<file path="src/rtl/instruction_fetch_unit_if.sv">
// Fetch-stage bus: redirect/stall controls in, PC and IF/ID register out.
// FETCH_PERF_EN adds the FetchCount/StallCount counter outputs.
interface instruction_fetch_unit_if;
  logic        Stall;
  logic        Flush;
  logic        BranchTaken;
  logic [31:0] BranchTarget;
  logic        Jump;
  logic [31:0] JumpTarget;
  logic [31:0] PCOut;
  logic [31:0] InstructionIn;
  logic [31:0] IFID_Instruction;
  logic [31:0] IFID_PCPlus4;
  logic        IFID_Valid;
  logic        MisalignFault;
`ifdef FETCH_PERF_EN
  logic [31:0] FetchCount;
  logic [31:0] StallCount;
`endif

  // No handshake: InstructionIn is the same-cycle memory response to PCOut,
  // and every IF/ID output is valid on each cycle while IFID_Valid qualifies content.
  modport master (
    input  Stall, Flush, BranchTaken, BranchTarget, Jump, JumpTarget, InstructionIn,
    output PCOut, IFID_Instruction, IFID_PCPlus4, IFID_Valid, MisalignFault
`ifdef FETCH_PERF_EN
    , output FetchCount, StallCount
`endif
  );

  modport slave (
    output Stall, Flush, BranchTaken, BranchTarget, Jump, JumpTarget, InstructionIn,
    input  PCOut, IFID_Instruction, IFID_PCPlus4, IFID_Valid, MisalignFault
`ifdef FETCH_PERF_EN
    , input FetchCount, StallCount
`endif
  );
endinterface

</file>
<file path="src/rtl/instruction_fetch_unit.sv">
// MIPS fetch stage: PC register, redirect/stall/flush handling, IF/ID register.
// Optional FETCH_PERF_EN adds fetch and stall event counters.
module instruction_fetch_unit #(
  parameter logic [31:0] RESET_PC   = 32'h00000000,
  parameter int          IMEM_WORDS = 1024,
  parameter logic [31:0] NOP_WORD   = 32'h00000000
) (
  input logic Clk,
  input logic Reset,
  instruction_fetch_unit_if.master bus
);

  localparam logic [31:0] LP_ADDR_MASK = 32'(IMEM_WORDS * 4 - 1);
  localparam logic [31:0] LP_WORD_MASK = LP_ADDR_MASK & ~32'h3;

  logic [31:0] r_pc;
  logic [31:0] r_ifid_instr;
  logic [31:0] r_ifid_pc4;
  logic        r_ifid_valid;
  logic        r_fault;

  logic [31:0] w_seq;
  logic [31:0] w_raw_target;
  logic [31:0] w_target;
  logic        w_redirect;
  logic        w_bubble;
  logic        w_misalign;

  assign w_seq        = (r_pc + 32'd4) & LP_ADDR_MASK;
  // Branch beats jump: the branch belongs to the older instruction.
  assign w_raw_target = bus.BranchTaken ? bus.BranchTarget : bus.JumpTarget;
  assign w_target     = w_raw_target & LP_WORD_MASK;
  assign w_redirect   = bus.BranchTaken | bus.Jump;
  assign w_bubble     = w_redirect | bus.Flush;
  assign w_misalign   = w_redirect & (w_raw_target[1:0] != 2'b00);

  always_ff @(posedge Clk) begin
    if (!Reset) begin
      r_pc         <= RESET_PC;
      r_ifid_instr <= NOP_WORD;
      r_ifid_pc4   <= 32'd0;
      r_ifid_valid <= 1'b0;
      r_fault      <= 1'b0;
    end else begin
      if (w_redirect) begin
        r_pc <= w_target;
      end else if (!bus.Stall) begin
        r_pc <= w_seq;
      end

      if (w_bubble) begin
        r_ifid_instr <= NOP_WORD;
        r_ifid_pc4   <= 32'd0;
        r_ifid_valid <= 1'b0;
      end else if (!bus.Stall) begin
        r_ifid_instr <= bus.InstructionIn;
        r_ifid_pc4   <= w_seq;
        r_ifid_valid <= 1'b1;
      end

      if (w_misalign) begin
        r_fault <= 1'b1;
      end
    end
  end

  assign bus.PCOut            = r_pc;
  assign bus.IFID_Instruction = r_ifid_instr;
  assign bus.IFID_PCPlus4     = r_ifid_pc4;
  assign bus.IFID_Valid       = r_ifid_valid;
  assign bus.MisalignFault    = r_fault;

`ifdef FETCH_PERF_EN
  logic [31:0] r_fetch_count;
  logic [31:0] r_stall_count;

  always_ff @(posedge Clk) begin
    if (!Reset) begin
      r_fetch_count <= 32'd0;
      r_stall_count <= 32'd0;
    end else begin
      if (!w_bubble && !bus.Stall) begin
        r_fetch_count <= r_fetch_count + 32'd1;
      end
      if (!w_bubble && bus.Stall) begin
        r_stall_count <= r_stall_count + 32'd1;
      end
    end
  end

  assign bus.FetchCount = r_fetch_count;
  assign bus.StallCount = r_stall_count;
`endif

endmodule

</file>
<file path="src/flat_wrapper.sv">
// flat-port wrapper written by rule: the top's interface ports become plain ports
module instruction_fetch_unit_flat 
#(
  parameter logic [31:0] RESET_PC   = 32'h00000000,
  parameter int          IMEM_WORDS = 1024,
  parameter logic [31:0] NOP_WORD   = 32'h00000000
)
  (Clk, Reset, bus_Stall, bus_Flush, bus_BranchTaken, bus_BranchTarget, bus_Jump, bus_JumpTarget, bus_InstructionIn, bus_PCOut, bus_IFID_Instruction, bus_IFID_PCPlus4, bus_IFID_Valid, bus_MisalignFault);
  instruction_fetch_unit_if bus_i ();
  input logic Clk;
  input logic Reset;
  input wire logic [$bits(bus_i.Stall)-1:0] bus_Stall;
  input wire logic [$bits(bus_i.Flush)-1:0] bus_Flush;
  input wire logic [$bits(bus_i.BranchTaken)-1:0] bus_BranchTaken;
  input wire logic [$bits(bus_i.BranchTarget)-1:0] bus_BranchTarget;
  input wire logic [$bits(bus_i.Jump)-1:0] bus_Jump;
  input wire logic [$bits(bus_i.JumpTarget)-1:0] bus_JumpTarget;
  input wire logic [$bits(bus_i.InstructionIn)-1:0] bus_InstructionIn;
  output wire logic [$bits(bus_i.PCOut)-1:0] bus_PCOut;
  output wire logic [$bits(bus_i.IFID_Instruction)-1:0] bus_IFID_Instruction;
  output wire logic [$bits(bus_i.IFID_PCPlus4)-1:0] bus_IFID_PCPlus4;
  output wire logic [$bits(bus_i.IFID_Valid)-1:0] bus_IFID_Valid;
  output wire logic [$bits(bus_i.MisalignFault)-1:0] bus_MisalignFault;
  assign bus_i.Stall = bus_Stall;
  assign bus_i.Flush = bus_Flush;
  assign bus_i.BranchTaken = bus_BranchTaken;
  assign bus_i.BranchTarget = bus_BranchTarget;
  assign bus_i.Jump = bus_Jump;
  assign bus_i.JumpTarget = bus_JumpTarget;
  assign bus_i.InstructionIn = bus_InstructionIn;
  assign bus_PCOut = bus_i.PCOut;
  assign bus_IFID_Instruction = bus_i.IFID_Instruction;
  assign bus_IFID_PCPlus4 = bus_i.IFID_PCPlus4;
  assign bus_IFID_Valid = bus_i.IFID_Valid;
  assign bus_MisalignFault = bus_i.MisalignFault;
  instruction_fetch_unit #(.RESET_PC(RESET_PC), .IMEM_WORDS(IMEM_WORDS), .NOP_WORD(NOP_WORD)) u_core (.Clk(Clk), .Reset(Reset), .bus(bus_i));
endmodule
</file>
<file path="config.mk">
export PLATFORM = sky130hd
export DESIGN_NAME = instruction_fetch_unit_flat
export DESIGN_NICKNAME = d
export VERILOG_FILES = /design/src/rtl/instruction_fetch_unit_if.sv /design/src/rtl/instruction_fetch_unit.sv /design/src/flat_wrapper.sv
export SDC_FILE = /design/constraint.sdc
export NUM_CORES = 1
export LEC_CHECK = 0
export ABC_CLOCK_PERIOD_IN_PS = 2200
export BUFFER_PORTS_ARGS = -buffer_cell sky130_fd_sc_hd__buf_2
export CORE_UTILIZATION = 30
export DETAILED_ROUTE_END_ITERATION = 12
export HOLD_SLACK_MARGIN = 0.08
export SETUP_SLACK_MARGIN = 0.5
export SLEW_MARGIN = 40
export SYNTH_ARGS = -nofsm -noshare
export SYNTH_HDL_FRONTEND = slang
export SYNTH_SLANG_ARGS = --single-unit
export TNS_END_PERCENT = 20
</file>
<file path="constraint.sdc">
create_clock -name Clk -period 2.2 [get_ports Clk]
set_input_delay 0.11 -clock Clk [delete_from_list [all_inputs] [get_ports Clk]]
set_output_delay 0.11 -clock Clk [all_outputs]
set_load 0.02 [all_outputs]
</file>
==> summary.md <==
| Metric | Value |
|---|---|
| Status | `finished, final reports clean` |
| Total gr overflow | `0` |
| Number of instances in the placed design | `497` |
| Worst r2r path cells | `5` |
| DP HPWL | `4.539 mm` |
| Root buf cell | `clkbuf_8` |
| Die H | `just under 100 um` |
| DR iter-0 viols | `33` |
| Yosys top cell by area | `dfxtp_1` |
| Fin crit period | `~1.5 ns` |
| Layer with the highest usage | `met2` |
| Setup crit end kind | `flop` |
| DR vias | `2,352` |
| Leakage | `1.757 nW` |
| Final hold viol count | `0` |
| First-pass GRT wire length | `10.47 mm` |
| GPL Wtd Cong | `around 0.75` |
| Asr flop ratio synth | `0%` |
| Slew Viols, Final | `0` |
| Area contributors post-synth | `dfxtp_1, mux2i_1, buf_4, nor2_1, xnor2_1` |
| Met2 Resource Use GR | `between 20% and 30%` |
| Final wirelength | `between 6 and 7 mm` |
| Critical Path Fanout Max | `6` |
| Setup TNS | `0 ns` |
| Max-slew headroom | `around half` |
| Post-synth EDFFs | `0` |
| CTS max path bufs | `2` |
| Area grow syn2layout | `33.41%` |
| Mapped Cells | `290` |
| Clk Latency, worst-skew pair | `0.30 ns` |
| Seq cells post-synth | `54` |
| I/O Pins | `200` |
| # port buffers | `115` |
| WL per Instance | `roughly 12 um` |
| Crit path largest cell delay | `0.43 ns` |
| H-tree Lvls | `2` |
| CTS tree | `yes` |
| Hold WC Path Type | `input pin to flop` |
| Critical path cell sequence | `ha_2 -> nand4_1 -> nor2_1 -> xnor2_1 -> a211oi_2` |
| Total GRT Usage | `13.44%` |
| CTS sink cnt | `54` |
| Worst vdd ir | `0.0002213 V` |
| Startpoint type of the worst setup path | `flop` |
| WP data arrival | `1.69 ns` |
| Worst-path clk slew | `0.09 ns` |
| Reg2reg end | `u_core.bus.IFID_PCPlus4[10]` |
| Sequential share of the synthesized area | `39.71%` |
| Pwr/cell area | `541.5 nW/um^2` |
| Crit path capture | `u_core.bus.IFID_PCPlus4[10]` |
| Crit Reg-Reg Startpoint | `u_core.bus.PCOut[2]` |
| Critical path class | `flop to flop` |
| RSZ-0062 raised after global routing | `false` |
| DRC errors left | `0` |
| Die W | `97.27 um` |
| Top FF cell, synth | `dfxtp_1` |
| Count leader, synth | `dfxtp_1` |
| Peak Freq | `652.7 MHz` |
| DR pass1 iterations | `4` |
| Share of post-route cells with drive strength above 1 | `about a third` |
| Mean Syn Cell Area | `between 9 and 10 um^2` |
| CP Depth | `5` |
| Pin count of the biggest net entering global routing | `28` |
| Fillcell total | `between 800 and 900` |
| Via density per instance | `4.348` |
| Die area | `9460 um^2` |
| WP data required | `2.36 ns` |
| Core area | `between 8000 and 9000 um^2` |
| Post-Layout Cell Count | `541` |
| Yosys cell types | `40` |
| Initial Util | `31.07%` |
| Worst Path Buf+Inv | `0` |
| Worst Clk Skew | `0.004421 ns` |
| # Max-Cap Violations | `0` |
| Share of the synthesized area in the top cell type | `39.71%` |
| Mapped Area | `2723 um^2` |
| Met1 Track Usage GR | `15.44%` |
| Post-synth top cells | `dfxtp_1, nor2_1, buf_4` |
| Worst setup path start | `u_core.bus.PCOut[2]` |
| Diodes inserted | `0` |
| Initial antenna violation count | `0` |
| Total CTS buffers | `5` |
| Nets | `537` |
| Synth Warn # | `0` |
| Final period util | `69.64%` |
| Worst Tran Pin Value | `0.7384 ns` |
| Final ANT Viol Nets | `0` |
| Crit path max-delay cell type | `dfxtp_2` |
| Grt met3 use | `under 10%` |
| Vias in the first global route | `2,286` |
| Final setup fails | `0` |
| Num rows | `34` |
| Worst reg-to-reg setup slack | `0.67 ns` |
| Top delay family on crit path | `simple AND/OR/NAND/NOR gates` |
==> logic make-up (layout without fill, tap and decap cells) <==
logic type / count (synthesis) / after routing / synth area share, %
AO/OA/AOI/OAI: 32 / 32 / 8.824
XOR/XNOR: 14 / 14 / 4.504
adder cells (fa/ha/maj): 1 / 1 / 0.4595
buffers and inverters: 66 / 166 / 17.69
flip-flops: 54 / 54 / 39.71
multiplexers: 36 / 36 / 13.24
other: 1 / 44 / 0.1377
AND/OR/NAND/NOR: 86 / 86 / 15.44
==> report_power, final <==
| group | switching, mW | total (mW) | internal [mW] |
|---|---|---|---|
| sequential | 0.0328 | 1.03 | 1.00 |
| clock | 0.298 | 0.542 | 0.244 |
| combinational | 0.222 | 0.391 | 0.169 |
==> area by class of cell <==
class	count	area [um^2]	share of cell area [%]
well taps	108	135.1	3.720
clock buffers	6	82.58	2.274
repair buffers	155	983.4	27.08
inverters	5	18.77	0.5167
multi-input cells	213	1329	36.58
flip-flops and latches	54	1084	29.83
==> metal layers <==
layer / vias up / wire length, um
li1: 1164 / -
met1: 1095 / 2653
met2: 86 / 3267
met3: 7 / 381
met4: 0 / 52
met5: - / 0
==> sequential cells by signal, indices dropped and copies added, names as in the netlist <==
signal	flops
u_core.bus.IFID_Valid	1
u_core.bus.PCOut	10
u_core.bus.IFID_Instruction	32
u_core.bus.IFID_PCPlus4	10
u_core.bus.MisalignFault	1
==> cell usage in the layout, fill, tap and decap left out, drive strengths merged, types with 5 or more instances in the layout <==
cell type    instances
nor2                48
buf                117
o21ai                9
xnor2               12
conb                44
nor3                 5
nand3                7
a21oi                5
nand2               14
dlygate4sd3         38
clkbuf               6
dfxtp               54
mux2i               36
==> worst min-delay path: stages <==
cell and delay [ns]:
buf_2 0.08, nor2_1 0.06, o21a_1 0.10
==> per-stage QoR <==
step | area (um^2) | worst slack [ns] | utilization (%) | hold slack (ns) | power, mW
after floorplan | 2884 | 0.6292 | - | 0.2455 | 1.355
after global placement | 3159 | 0.3707 | 36.05 | 0.3358 | 1.388
after detailed placement | 3159 | 0.3338 | 36.05 | 0.3420 | 1.394
after CTS | 3628 | 0.5286 | 41.40 | 0.09134 | 2.002
after global routing | 3632 | 0.5407 | 41.45 | 0.1050 | 2.076
final | 3632 | 0.6679 | 41.45 | 0.1026 | 1.967
==> worst min path at each step <==
stage                         from                     to  slack, ns  depth (start not counted)
6_report                 bus_Flush  u_core.bus.IFID_Valid       0.10                          3
2_1_floorplan  bus_BranchTarget[5]    u_core.bus.PCOut[5]       0.25                          2
3_5_place_dp   bus_BranchTarget[5]    u_core.bus.PCOut[5]       0.34                          3
4_1_cts                  bus_Flush  u_core.bus.IFID_Valid       0.09                          3
5_1_grt          bus_JumpTarget[4]    u_core.bus.PCOut[4]       0.11                          3
3_3_place_gp   bus_BranchTarget[5]    u_core.bus.PCOut[5]       0.34                          3
==> timing repair <==
| action | in CTS | in global routing |
|---|---|---|
| setup endpoints to repair | 1 | 4 |
| resized for setup | 2 | 2 |
| gates cloned | 0 | 0 |
| hold buffers | 38 | 0 |
| pin swaps | 0 | 1 |
| endpoints found under the hold margin | 38 | 0 |
| setup buffers | 0 | 0 |
Power figures use the tool's default switching activity.
